===== config.mk =====
export PLATFORM = sky130hd
export DESIGN_NAME = ads_i2c_bit_engine
export DESIGN_NICKNAME = d
export VERILOG_FILES = /design/src/rtl/ads_i2c_bit_engine.sv
export SDC_FILE = /design/constraint.sdc
export NUM_CORES = 1
export LEC_CHECK = 0
export BUFFER_PORTS_ARGS = -buffer_cell sky130_fd_sc_hd__buf_2
export CAP_MARGIN = 25
export CORE_ASPECT_RATIO = 1.4
export CORE_MARGIN = 1
export CORE_UTILIZATION = 50
export DETAILED_ROUTE_END_ITERATION = 10
export HOLD_SLACK_MARGIN = 0.08
export PLACE_DENSITY = 0.81
export SETUP_SLACK_MARGIN = 0.05
export SLEW_MARGIN = 0
export SYNTH_ARGS = -nofsm -noshare
export SYNTH_HDL_FRONTEND = slang
export SYNTH_SLANG_ARGS = --single-unit

===== constraint.sdc =====
create_clock -name clk -period 6.3 [get_ports clk]
set_input_delay 0.315 -clock clk [delete_from_list [all_inputs] [get_ports clk]]
set_output_delay 0.315 -clock clk [all_outputs]
set_load 0.01 [all_outputs]

===== src/rtl/ads_i2c_bit_engine.sv =====
// Byte-level I2C master for the ADS1115 link: START, STOP, WRITE and READ on open-drain
// SCL/SDA, paced by single-cycle ticks derived from the edges of mod_clk.
//
// state   | meaning
// S_IDLE  | no command in flight, cmd_ready high, lines hold their last level
// S_START | START or repeated START, four quarters
// S_WRITE | eight data bits out MSB first, then slave ACK sampled into nack
// S_READ  | eight data bits sampled MSB first, then master ACK/NACK driven
// S_STOP  | STOP condition, both lines released at the end
module ads_i2c_bit_engine #(
  parameter int unsigned TICKS_PER_QUARTER = 1
) (
  input  logic       clk,
  input  logic       reset,
  input  logic       mod_clk,
  input  logic       cmd_valid,
  input  logic [1:0] cmd,
  input  logic [7:0] wr_data,
  input  logic       rd_ack,
  output logic       cmd_ready,
  output logic       done,
  output logic [7:0] rd_data,
  output logic       nack,
  input  logic       scl_in,
  input  logic       sda_in,
  output logic       scl_oe,
  output logic       sda_oe
);

  localparam logic [1:0] CMD_START = 2'b00;
  localparam logic [1:0] CMD_WRITE = 2'b01;
  localparam logic [1:0] CMD_READ  = 2'b10;
  localparam logic [3:0] PRE_RELOAD = 4'(TICKS_PER_QUARTER - 1);
  localparam logic [3:0] LAST_BIT   = 4'd8;

  typedef enum logic [2:0] {
    S_IDLE,
    S_START,
    S_WRITE,
    S_READ,
    S_STOP
  } state_t;

  state_t      state;
  logic        mod_clk_d;
  logic [3:0]  pre_cnt;
  logic [1:0]  quarter;
  logic [3:0]  bit_cnt;
  logic [7:0]  tx_shift;
  logic [7:0]  rx_shift;
  logic        ack_bit;

  logic        tick;
  logic        busy;
  logic        qtick;
  logic        step;
  logic        last_bit;
  logic        bit_sda;

  assign tick     = mod_clk ^ mod_clk_d;
  assign busy     = (state != S_IDLE);
  assign qtick    = tick && busy && (pre_cnt == 4'd0);
  // A slave holding SCL low during the sampling quarter freezes the sequence.
  assign step     = qtick && !((quarter == 2'd2) && !scl_in);
  assign last_bit = (bit_cnt == LAST_BIT);

  always_comb begin
    bit_sda = 1'b0;
    if (state == S_WRITE) begin
      bit_sda = last_bit ? 1'b0 : ~tx_shift[7];
    end else if (state == S_READ) begin
      bit_sda = last_bit ? ack_bit : 1'b0;
    end
  end

  always_ff @(posedge clk or posedge reset) begin
    if (reset) begin
      mod_clk_d <= 1'b0;
    end else begin
      mod_clk_d <= mod_clk;
    end
  end

  // Quarter prescaler: down-counter reloaded while idle so a command starts on a clean count.
  always_ff @(posedge clk or posedge reset) begin
    if (reset) begin
      pre_cnt <= 4'd0;
    end else if (!busy) begin
      pre_cnt <= PRE_RELOAD;
    end else if (tick) begin
      pre_cnt <= (pre_cnt == 4'd0) ? PRE_RELOAD : pre_cnt - 4'd1;
    end
  end

  always_ff @(posedge clk or posedge reset) begin
    if (reset) begin
      state     <= S_IDLE;
      cmd_ready <= 1'b1;
      done      <= 1'b0;
      rd_data   <= 8'h00;
      nack      <= 1'b0;
      scl_oe    <= 1'b0;
      sda_oe    <= 1'b0;
      quarter   <= 2'd0;
      bit_cnt   <= 4'd0;
      tx_shift  <= 8'h00;
      rx_shift  <= 8'h00;
      ack_bit   <= 1'b0;
    end else begin
      done <= 1'b0;
      case (state)
        S_IDLE: begin
          if (cmd_valid && cmd_ready) begin
            cmd_ready <= 1'b0;
            quarter   <= 2'd0;
            bit_cnt   <= 4'd0;
            tx_shift  <= wr_data;
            ack_bit   <= rd_ack;
            case (cmd)
              CMD_START: state <= S_START;
              CMD_WRITE: state <= S_WRITE;
              CMD_READ:  state <= S_READ;
              default:   state <= S_STOP;
            endcase
          end
        end

        S_START: begin
          if (step) begin
            quarter <= quarter + 2'd1;
            case (quarter)
              2'd0: sda_oe <= 1'b0;
              2'd1: scl_oe <= 1'b0;
              2'd2: sda_oe <= 1'b1;
              default: begin
                scl_oe    <= 1'b1;
                state     <= S_IDLE;
                cmd_ready <= 1'b1;
                done      <= 1'b1;
              end
            endcase
          end
        end

        S_STOP: begin
          if (step) begin
            quarter <= quarter + 2'd1;
            case (quarter)
              2'd0: sda_oe <= 1'b1;
              2'd1: scl_oe <= 1'b0;
              2'd2: sda_oe <= 1'b0;
              default: begin
                state     <= S_IDLE;
                cmd_ready <= 1'b1;
                done      <= 1'b1;
              end
            endcase
          end
        end

        S_WRITE, S_READ: begin
          if (step) begin
            quarter <= quarter + 2'd1;
            case (quarter)
              2'd0: sda_oe <= bit_sda;
              2'd1: scl_oe <= 1'b0;
              2'd2: begin
                if (!last_bit) begin
                  rx_shift <= {rx_shift[6:0], sda_in};
                end else if (state == S_WRITE) begin
                  nack <= sda_in;
                end
              end
              default: begin
                scl_oe <= 1'b1;
                if (last_bit) begin
                  bit_cnt   <= 4'd0;
                  state     <= S_IDLE;
                  cmd_ready <= 1'b1;
                  done      <= 1'b1;
                  if (state == S_READ) begin
                    rd_data <= rx_shift;
                  end
                end else begin
                  bit_cnt  <= bit_cnt + 4'd1;
                  tx_shift <= {tx_shift[6:0], 1'b0};
                end
              end
            endcase
          end
        end

        default: state <= S_IDLE;
      endcase
    end
  end

endmodule


After elaboration in Yosys (flattened, before gate mapping):

Index checks and enable logic that the tools add are counted.

* word-level logic and storage cells: 134
* input port bits: 17
* output and inout bits: 13
* register bits: 44

* add/subtract/negate cells: 3
* reductions and logical operators: 34
* equal/unequal tests: 26
* bitwise operators: 4
* muxes and demuxes: 53

Operators with widths (count)
* two-way mux 8 bit: 4
* two-way mux 4 bit: 7
* inequality test 2 bit, second input constant: 12
* two-way mux 1 bit: 22
* AND reduction 5 bit: 4
* two-way mux 3 bit: 6
* one-hot mux 3 bit (3 select lines): 2
* one-hot mux 8 bit (2 select lines): 1
* AND reduction 7 bit: 2
* one-hot mux 1 bit (2 select lines): 5
* nonzero test 3 bit: 3
* one-hot mux 4 bit (2 select lines): 1
* AND reduction 4 bit: 2
* == test 3 x 2 -> 1 bit, second input constant: 2
* inequality test 2 x 1 -> 1 bit, second input constant: 3
* inequality test 3 bit, second input constant: 2
* one-hot mux 1 bit (3 select lines): 2
* AND reduction 6 bit: 1
* nonzero test 2 bit: 3
* OR reduction 2 bit: 3
* OR reduction 3 bit: 2
* logical AND 1 bit: 5
* adder 4 x 1 -> 4 bit, second input constant: 1
* == test 2 x 1 -> 1 bit, second input constant: 2
* 17 further kinds: 23

Depth between registers and ports, before layout:

Gate-level depths: netlist of the first run.

* depth in word-level cells: 7
* gate-level depth with buffers: 8
* gate-level depth less buffers: 7

Worst setup path before layout of the first run:

Ideal clock, no wire load.

* kind: register -> register
* start: reg pre_cnt[0]
* end: reg rd_data[0]
* data arrival time: 2.225 ns
* stages on the path, launching flop included: 9
* setup slack: 3.950 ns
* clock period less this slack: 2.350 ns
* cell sequence: dfrtp_1 -> inv_1 -> ha_1 -> nor3b_4 -> nor3b_4 -> nand3_2 -> or4_4 -> buf_6 -> mux2_4

* word-level cells in the longest chain between the ends: 4

Ends and longest elaborated chain
* start: declaration: line 46 `logic [3:0] pre_cnt;`
* start signal: assignment: line 91 `pre_cnt <= (pre_cnt == 4'd0) ? PRE_RELOAD : pre_cnt - 4'd1;`
* logical NOT 4 bit: line 62 `assign qtick = tick && busy && (pre_cnt == 4'd0);`
* logical AND 1 bit: line 62
* logical AND 1 bit: line 64 `assign step = qtick && !((quarter == 2'd2) && !scl_in);`
* AND reduction 5 bit (no source line)
* end signal: assignment: line 182 `rd_data <= rx_shift;`
* end: declaration: line 22 `output logic [7:0] rd_data,`

Every way passes these cells.
A chain may end at the register's enable or synchronous reset.

Final worst setup path of the first run:

* start: reg pre_cnt[0]
* end: reg rd_data[2]

The elaborated chain is that of the path after synthesis.

==> flow_metrics.py, run 1 <==
metrics = {
    "critical_path": {
        "reg2reg_slack_ps": 3740,
        "cp_common_cell": "nor3b_4",
        "cpMaxStageDelayCell": "or4_4",
        "worst_setup_path_end_kind": "register",
        "setup.worst_path.class": "register to register",
        "reg2regPathDepth": 7,
        "rr_endpoint": "rd_data[2]$_DFFE_PP0P_",
        "crit_fanout": 8,
        "critical_path.startpoint_type": "register",
        "path_delay_family": "simple AND/OR/NAND/NOR gates",
        "cp.arrival_ps": 2750,
        "crit_required_ps": 6490,
        "timing.rr.start": "pre_cnt[0]$_DFFE_PP0P_",
        "path_cells": "inv_1 -> ha_1 -> nor3b_4 -> nor3b_4 -> nand3_2 -> or4_4 -> mux2_4",
        "cp_num_buf_inv": 1,
        "cpPeakStageDelay_ps": 610,
    },
    "pwr": {
        "p_clk_frac": 0.286,
        "power_leakage_nw": 1.27,
        "power_frac_seq": 0.465,
        "swShare": 0.320,
        "pwr-share-comb": 0.249,
        "p_per_area_nw_per_um2": 304,
        "peakVddDrop_mv": 0.155,
        "p_switching_w": 0.000248,
        "p_int_w": 0.000525,
    },
    "sta": {
        "final_max_slew_viol_count": 0,
        "tightest_slew_ps": 789,
        "period_share": 0.406,
        "fin_worst_skew_ps": 7.25,
        "fin_crit_ps": 2560,
        "final.setup.tns_ps": 0,
        "rsz0062_at_grt": "false",
        "max_freq_mhz": 391,
        "hold_viol_final": 0,
        "relSlewSlack": 0.470,
        "setup-violations-final": 0,
    },
    "worst_hold_path": {
        "hp-class": "primary input to asynchronous set/reset pin",
    },
    "clock_tree": {
        "clk_latency_ps": 300,
        "cts_made_buffers": 5,
        "clockRootBuffer": "clkbuf_8",
        "h-tree-depth": 2,
        "cts_hold_buf": 0,
        "cts_buffer_depth": 2,
        "cts_resized": 0,
        "postCtsSetupBuffers": 0,
        "cts_sinks": 44,
        "clk_pin_slew_ps": 90,
        "cts_tree": "built",
    },
    "synthesis": {
        "yosysWarnings": 0,
        "syn_area_sq_um": 2220,
        "synthCells": 208,
        "synth_top_cell_by_area": "dfrtp_1",
        "synth.ff_latch_count": 44,
        "synth_nets": 236,
        "synth.avg_cell_area_sq_um": 10.7,
        "synth.distinct_cells": 38,
        "synth_top_area_frac": 0.484,
        "synth.area.top_cells": "dfrtp_1, ha_1, mux2_4, mux2_2, mux2i_1",
        "yosysSeqAreaShare": 0.496,
    },
    "layout": {
        "final_nets": 267,
        "drive_gt1_frac": 0.271,
        "design_area_sq_um": 2540,
        "layout_common_cells": "dfrtp_1, buf_2, nand2_1",
        "area_delta_synth_final_pct": 14.4,
        "final_common_cell": "dfrtp_1",
        "diodes": 0,
        "nFillCells": 365,
    },
    "global_routing": {
        "grt_overflow": 0,
        "grt_pass1_vias": 1458,
        "grt.total_usage": 0.190,
        "grt_max_degree": 45,
        "grt_pass1_wl_microns": 6730,
        "antenna_found_initial": 0,
    },
    "routing": {
        "vias": 1551,
        "routed_wl_microns": 3900,
        "wl_per_cell_microns": 13.0,
        "drcViolationCount": 0,
        "viasPerCell": 5.17,
        "firstDrtPassIters": 4,
        "ant_nets": 0,
        "drtIter0Drc": 52,
    },
    "place": {
        "numPortBuffers": 29,
        "gp_congestion": 0.804,
        "place_area_sq_um": 2420,
        "post-dp-hpwl_microns": 2830,
    },
    "run_status": {
        "outcome": "complete, no violations",
    },
    "floorplan": {
        "die_h_microns": 80.9,
        "fp.dieW_microns": 58.4,
        "die-area_sq_um": 4720,
        "io-pin-count": 30,
        "coreArea_sq_um": 4240,
        "start_util": 0.524,
        "rows": 28,
    },
    "job": {
        "drv_cap": 0,
    },
}
-- power groups by stage --
stage	Clock, W	Sequential (W)	Combinational [W]
floorplan	0	0.000355	0.000154
global placement	0	0.000362	0.000186
detailed placement	0	0.000364	0.000194
CTS	0.000227	0.000359	0.000196
global route	0.000240	0.000365	0.000226
finish	0.000221	0.000359	0.000193
-- kinds of logic after synthesis --
| logic type | Yosys count | synth area share |
|---|---|---|
| AO/OA/AOI/OAI | 34 | 0.0872 |
| AND/OR/NAND/NOR | 70 | 0.167 |
| buffers and inverters | 21 | 0.0394 |
| flip-flops | 44 | 0.496 |
| XOR/XNOR | 1 | 0.00394 |
| multiplexers | 27 | 0.145 |
| adder cells (fa/ha/maj) | 11 | 0.0619 |
-- synth_stat cells, drive strengths merged --
master and n:
nor2b 2, o31ai 1, o32ai 1, inv 13
or4 2, nand3 7, buf 2, or2 2
clkbuf 6, a41oi 1, ha 11, nand3b 1
o22ai 1, o21ai 16, dfstp 1, a22o 1
nor2 14, nor4 1, mux2i 9, a31oi 1
xnor2 1, nor3 5, dfrtp 43, nand4b 1
mux2 18, a2bb2oi 1, and3 2, nand2b 4
nor3b 2, nand4 3, or3 1, a21oi 10
nand2 23, o221ai 1
-- worst min-delay path, cell delays in order --
cell and delay, ps:
buf_2 100, clkinv_1 30, buf_4 430
-- final cells by class --
type	count	area [sq um]	area share
Sequential cell	44	1100	0.434
Multi-Input combinational cell	143	1030	0.406
Timing Repair Buffer	32	168	0.0659
Inverter	13	48.8	0.0192
Clock buffer	5	68.8	0.0271
Tap cell	60	75.1	0.0295
Clock inverter	3	46.3	0.0182
-- metrics by stage --
step	worst slack, ps	hold WS [ps]	power [W]	instances	util
floorplan	3950	346	0.000509	208	-
global placement	3830	445	0.000548	291	0.571
detailed placement	3740	454	0.000559	291	0.571
CTS	3730	133	0.000782	299	0.598
global route	3620	127	0.000830	300	0.600
finish	3740	119	0.000773	300	0.600
-- worst max-delay path by stage --
stage | cells past startpoint | startpoint | to | slack [ps]
global route | 7 | pre_cnt[0]$_DFFE_PP0P_ | rd_data[7]$_DFFE_PP0P_ | 3620
floorplan | 8 | pre_cnt[0]$_DFFE_PP0P_ | rd_data[0]$_DFFE_PP0P_ | 3950
global placement | 7 | pre_cnt[0]$_DFFE_PP0P_ | rd_data[0]$_DFFE_PP0P_ | 3830
finish | 7 | pre_cnt[0]$_DFFE_PP0P_ | rd_data[2]$_DFFE_PP0P_ | 3740
detailed placement | 7 | pre_cnt[0]$_DFFE_PP0P_ | rd_data[4]$_DFFE_PP0P_ | 3740
CTS | 7 | pre_cnt[0]$_DFFE_PP0P_ | rd_data[4]$_DFFE_PP0P_ | 3730
-- sequential cells by signal (all words and copies together), names as in the netlist --
register   flops
state          3
ack_bit        1
rd_data        8
scl_oe         1
mod_clk_d      1
sda_oe         1
rx_shift       8
cmd_ready      1
pre_cnt        4
done           1
tx_shift       8
bit_cnt        4
nack           1
quarter        2
-- per-layer routing --
layer / global-route usage / up-vias / wire (microns)
li1: - / 782 / -
met1: 0.246 / 730 / 1790
met2: 0.307 / 32 / 1930
met3: 0.0462 / 7 / 126
met4: 0.0714 / 0 / 55
met5: 0 / - / 0
(Power assumes the default switching activity.)
==> run 2: changes to the inputs <==
PLACE_DENSITY = 0.84   (was 0.81)
clock period = 2.2 ns   (was 6.3 ns; I/O delays follow)
==> run 2 against run 1 <==
Effect of this change:
- clock skew is 6.5 ps higher
- maximum frequency is 18% higher
- register-to-register slack got worse by 3700 ps
- clock power rose to 2.9 times the previous value
- worst setup slack worse by 3700 ps
- critical path depth did not move
- critical endpoint is now rd_data[7]$_DFFE_PP0P_
- largest cell class unchanged
==> flow_metrics.py, run 2 (synthesized netlist as in run 1, its figures left out) <==
metrics = {
    "run_status": {
        "outcome": "complete, no violations",
    },
    "clock_tree": {
        "clk_pin_slew_ps": 90,
        "clockRootBuffer": "clkbuf_8",
        "cts_made_buffers": 5,
        "clk_latency_ps": 310,
        "cts_sinks": 44,
        "cts_buffer_depth": 2,
        "h-tree-depth": 2,
        "cts_tree": "built",
    },
    "layout": {
        "final_nets": 289,
        "design_area_sq_um": 2760,
        "regArea_sq_um": 1100,
        "fin_cells": 322,
        "nFillCells": 339,
        "reg_top3": "rd_data: 8 flops, rx_shift: 8 flops, tx_shift: 8 flops",
        "layout_common_cells": "dfrtp_1, buf_2, nand2_1",
        "area_delta_synth_final_pct": 24.1,
        "multi_input_area_sq_um": 1050,
        "final_common_cell": "dfrtp_1",
        "drive_gt1_frac": 0.328,
        "diodes": 0,
    },
    "critical_path": {
        "worst_setup_path_end_kind": "register",
        "rr_endpoint": "rd_data[7]$_DFFE_PP0P_",
        "cp.arrival_ps": 2360,
        "timing.rr.start": "pre_cnt[0]$_DFFE_PP0P_",
        "crit_start": "pre_cnt[0]$_DFFE_PP0P_",
        "critical_path.startpoint_type": "register",
        "endpoint": "rd_data[7]$_DFFE_PP0P_",
        "reg2regPathDepth": 7,
        "crit_required_ps": 2390,
        "setup.worst_path.class": "register to register",
        "reg2reg_slack_ps": 40,
        "crit_fanout": 8,
    },
    "place": {
        "place_inst": 304,
        "post-dp-hpwl_microns": 3230,
        "numPortBuffers": 29,
        "place_area_sq_um": 2520,
        "gp_congestion": 0.852,
    },
    "sta": {
        "fin_worst_skew_ps": 13.7,
        "hold_viol_final": 0,
        "period_share": 0.984,
        "fin_crit_ps": 2160,
        "final.setup.tns_ps": 0,
        "max_freq_mhz": 462,
        "final_max_slew_viol_count": 0,
        "setup-violations-final": 0,
        "relSlewSlack": 0.663,
        "tightest_slew_ps": 503,
        "rsz0062_at_grt": "true",
    },
    "global_routing": {
        "grt_max_degree": 30,
        "grt_pass1_vias": 1741,
        "grt.total_usage": 0.215,
        "antenna_found_initial": 0,
        "grt_pass1_wl_microns": 7530,
        "grt_overflow": 0,
    },
    "routing": {
        "drcViolationCount": 0,
        "ant_nets": 0,
        "drtIter0Drc": 43,
        "wl_per_cell_microns": 14.0,
        "routed_wl_microns": 4500,
        "firstDrtPassIters": 4,
        "vias": 1706,
        "viasPerCell": 5.30,
    },
    "floorplan": {
        "fp.dieW_microns": 58.4,
        "start_util": 0.524,
        "die_h_microns": 80.9,
        "coreArea_sq_um": 4240,
        "rows": 28,
        "io-pin-count": 30,
        "die-area_sq_um": 4720,
    },
    "worst_hold_path": {
        "hp-class": "primary input to register",
    },
    "pwr": {
        "p_per_area_nw_per_um2": 872,
        "p_int_w": 0.00162,
        "peakVddDrop_mv": 0.479,
        "pwr-share-comb": 0.310,
        "power_leakage_nw": 1.39,
        "p_switching_w": 0.000782,
        "power_frac_seq": 0.423,
        "p_clk_frac": 0.266,
        "swShare": 0.325,
    },
    "job": {
        "drv_cap": 0,
    },
}
run 2: timing repair:
action                     CTS  global route
buffers inserted             2             2
hold endpoints to repair    31             0
resized for setup            1             4
setup endpoints to repair    8             9
hold buffers                 5             0
pin swaps                    0             0
run 2: worst min-delay path by stage:
stage	start	to	slack, ps	depth (start not counted)
after floorplan	mod_clk	mod_clk_d$_DFF_PP0_	140	0
after detailed placement	mod_clk	mod_clk_d$_DFF_PP0_	240	1
after CTS	wr_data[7]	tx_shift[7]$_DFFE_PP0P_	80	3
final	wr_data[4]	tx_shift[4]$_DFFE_PP0P_	80	3
after global placement	mod_clk	mod_clk_d$_DFF_PP0_	240	1
after global routing	wr_data[7]	tx_shift[7]$_DFFE_PP0P_	90	3
run 2: area by class of cell:
class	count	area share
clock buffers	5	0.0249
clock inverters	3	0.0172
inverters	13	0.0177
multi-input cells	143	0.381
flip-flops and latches	44	0.400
well taps	60	0.0272
repair buffers	54	0.132
run 2: power groups by stage:
stage | logic (W) | clock network, W | registers (W)
6_report | 0.000746 | 0.000641 | 0.00102
5_1_grt | 0.000832 | 0.000683 | 0.00104
4_1_cts | 0.000692 | 0.000656 | 0.00102
3_5_place_dp | 0.000657 | 0 | 0.00103
3_3_place_gp | 0.000630 | 0 | 0.00102
2_1_floorplan | 0.000442 | 0 | 0.00102
run 2: layer usage:
metal  GRT usage  wire length [microns]  up-vias
met5           0                      0        -
met3      0.0621                    236       11
li1            -                      -      822
met2       0.357                   2230       59
met4       0.117                    113        0
met1       0.246                   1920      814
run 2: metrics by stage:
step / worst slack, ps / hold WS [ps] / util / power (W)
3_5_place_dp: 25.1 / 244 / 0.594 / 0.00169
3_3_place_gp: 76.5 / 241 / 0.594 / 0.00165
6_report: 35.2 / 79.2 / 0.651 / 0.00240
4_1_cts: 46.8 / 82.0 / 0.637 / 0.00237
2_1_floorplan: -150 / 141 / - / 0.00146
5_1_grt: -31.0 / 92.2 / 0.651 / 0.00255
run 2: critical path, cell delays in order (launching register included):
cell     delay (ps)
dfrtp_1         400
inv_2            90
ha_4            130
nor3b_4         170
nor3b_4         240
nand3_2         100
or4_4           600
mux2_4          330
==> run 3: changes to the inputs <==
PLACE_DENSITY = 0.74   (was 0.84)
SLEW_MARGIN = 20   (was 0)
==> run 3 against run 2 <==
Effect of this change:
- non-clock buffer count is 3 lower
- sequential power barely moved
- global-route usage down 2.9 points
- first-iteration DRC count fell by 7.0%
- die area stayed put
- utilization is 1.5 points lower
- critical path depth stayed put
- combinational power shrank 5.5%
- critical endpoint is now rd_data[6]$_DFFE_PP0P_
==> flow_metrics.py, run 3 (synthesized netlist as in run 1, its figures left out) <==
metrics = {
    "place": {
        "dp_slack_ps": 21.1,
        "gp_congestion": 0.858,
        "numPortBuffers": 29,
        "post-dp-hpwl_microns": 2880,
        "place_inst": 303,
    },
    "critical_path": {
        "cp.arrival_ps": 2330,
        "cpPeakStageDelay_ps": 590,
        "crit_required_ps": 2390,
        "critical_path.startpoint_type": "register",
        "path_delay_family": "simple AND/OR/NAND/NOR gates",
        "setup.worst_path.class": "register to register",
        "cp_num_buf_inv": 1,
        "worst_setup_path_end_kind": "register",
        "cp_common_cell": "nor3b_4",
        "cpMaxStageDelayCell": "or4_4",
        "crit_fanout": 8,
        "path_cells": "inv_2 -> ha_4 -> nor3b_4 -> nor3b_4 -> nand3_2 -> or4_4 -> mux2_4",
    },
    "pwr": {
        "p_total_w": 0.00224,
        "p_per_area_nw_per_um2": 831,
        "peakVddDrop_mv": 0.486,
        "power_leakage_nw": 1.35,
    },
    "sta": {
        "rsz0062_at_grt": "true",
        "fin_worst_skew_ps": 8.26,
        "fin_crit_ps": 2130,
        "tightest_slew_ps": 634,
        "final_max_slew_viol_count": 0,
        "final.setup.tns_ps": 0,
        "max_freq_mhz": 468,
        "hold_slack_ps": 92.7,
        "setup-violations-final": 0,
        "relSlewSlack": 0.575,
        "setup_ws_ps": 65.1,
        "hold_viol_final": 0,
        "period_share": 0.970,
    },
    "worst_hold_path": {
        "hp-class": "primary input to register",
    },
    "routing": {
        "firstDrtPassIters": 4,
        "drcViolationCount": 0,
        "ant_nets": 0,
        "met3WireLength_microns": 154,
        "vias": 1614,
        "drtIter0Drc": 40,
        "wl_met2_microns": 1920,
        "wl_met1_microns": 1830,
        "routed_wl_microns": 3960,
        "top_layer": "met4",
        "viasPerCell": 5.06,
        "wl_per_cell_microns": 12.4,
    },
    "global_routing": {
        "grt.total_usage": 0.186,
        "grt_pass1_wl_microns": 6590,
        "grt_pass1_vias": 1542,
        "antenna_found_initial": 0,
        "grt_max_degree": 29,
        "grt_overflow": 0,
    },
    "clock_tree": {
        "cts_buffer_depth": 2,
        "clk_pin_slew_ps": 80,
        "h-tree-depth": 2,
        "cts_sinks": 44,
        "clockRootBuffer": "clkbuf_8",
        "clk_latency_ps": 300,
        "cts_made_buffers": 5,
        "cts_tree": "built",
    },
    "layout": {
        "area_delta_synth_final_pct": 21.3,
        "final_nets": 286,
        "nFillCells": 352,
        "drive_gt1_frac": 0.324,
        "regArea_sq_um": 1100,
        "final_common_cell": "dfrtp_1",
        "multi_input_area_sq_um": 1050,
        "reg_top3": "rd_data: 8 flops, rx_shift: 8 flops, tx_shift: 8 flops",
        "diodes": 0,
        "fin_cells": 319,
        "layout_common_cells": "dfrtp_1, buf_2, nand2_1",
    },
    "floorplan": {
        "rows": 28,
        "die_h_microns": 80.9,
        "coreArea_sq_um": 4240,
        "die-area_sq_um": 4720,
        "io-pin-count": 30,
        "fp.dieW_microns": 58.4,
        "start_util": 0.524,
    },
    "job": {
        "drv_cap": 0,
    },
    "run_status": {
        "outcome": "complete, no violations",
    },
}
==> run 3: cell count changes in the layout (fill, tap and decap cells not counted) <==
cell / change
a21oi_1: -1
a21oi_2: +1
buf_16: -1
buf_4: -2
bufinv_16: -1
clkinv_4: -1
clkinvlp_4: +2
==> run 3: repair_timing <==
item | 4_1_cts | 5_1_grt
setup endpoints to repair | 8 | 12
gates resized for setup | 2 | 4
setup buffers | 3 | 0
hold buffers | 5 | 0
endpoints found under the hold margin | 21 | 0
==> run 3: cell type report <==
class,instances,area share
Inverter,13,0.0181
Timing Repair Buffer,51,0.120
Sequential cell,44,0.409
Tap cell,60,0.0278
Clock inverter,3,0.00882
Clock buffer,5,0.0255
Multi-Input combinational cell,143,0.391
==> run 3: power by group <==
group,internal [W],switching [W]
Sequential,0.000919,0.0000989
Clock,0.000225,0.000293
Combinational,0.000341,0.000364
Total,0.00149,0.000756
==> run 3: worst paths after layout <==
path | startpoint | end | slack [ps] | depth (start not counted)
worst max-delay path | pre_cnt[0]$_DFFE_PP0P_ | rd_data[6]$_DFFE_PP0P_ | 70 | 7
worst min-delay path | wr_data[1] | tx_shift[1]$_DFFE_PP0P_ | 90 | 3
worst max register to register | pre_cnt[0]$_DFFE_PP0P_ | rd_data[6]$_DFFE_PP0P_ | 70 | 7
worst min register to register | tx_shift[1]$_DFFE_PP0P_ | tx_shift[1]$_DFFE_PP0P_ | 490 | 2
max in group asynchronous | reset | cmd_ready$_DFFE_PP1P_ | 1100 | 4
min in group asynchronous | reset | pre_cnt[2]$_DFFE_PP0P_ | 350 | 3
==> run 3: worst reg2reg max path: cells and delay by family (launching register included) <==
family                     cells  cell delay, ps
adders and majority gates      1             130
buffers and inverters          1              90
DFF                            1             390
muxes                          1             330
and+or+nand+nor                4            1090
==> run 3: metrics by stage <==
step,cell area (sq um),utilization
floorplan,2220,-
global placement,2510,0.592
detailed placement,2510,0.592
CTS,2680,0.631
global route,2700,0.636
finish,2700,0.636
==> run 3: per-layer routing <==
metal / vias to the layer above / global-route usage
met2: 31 / 0.328
met4: 0 / 0.0571
met3: 6 / 0.0494
met1: 759 / 0.219
li1: 818 / -
met5: - / 0
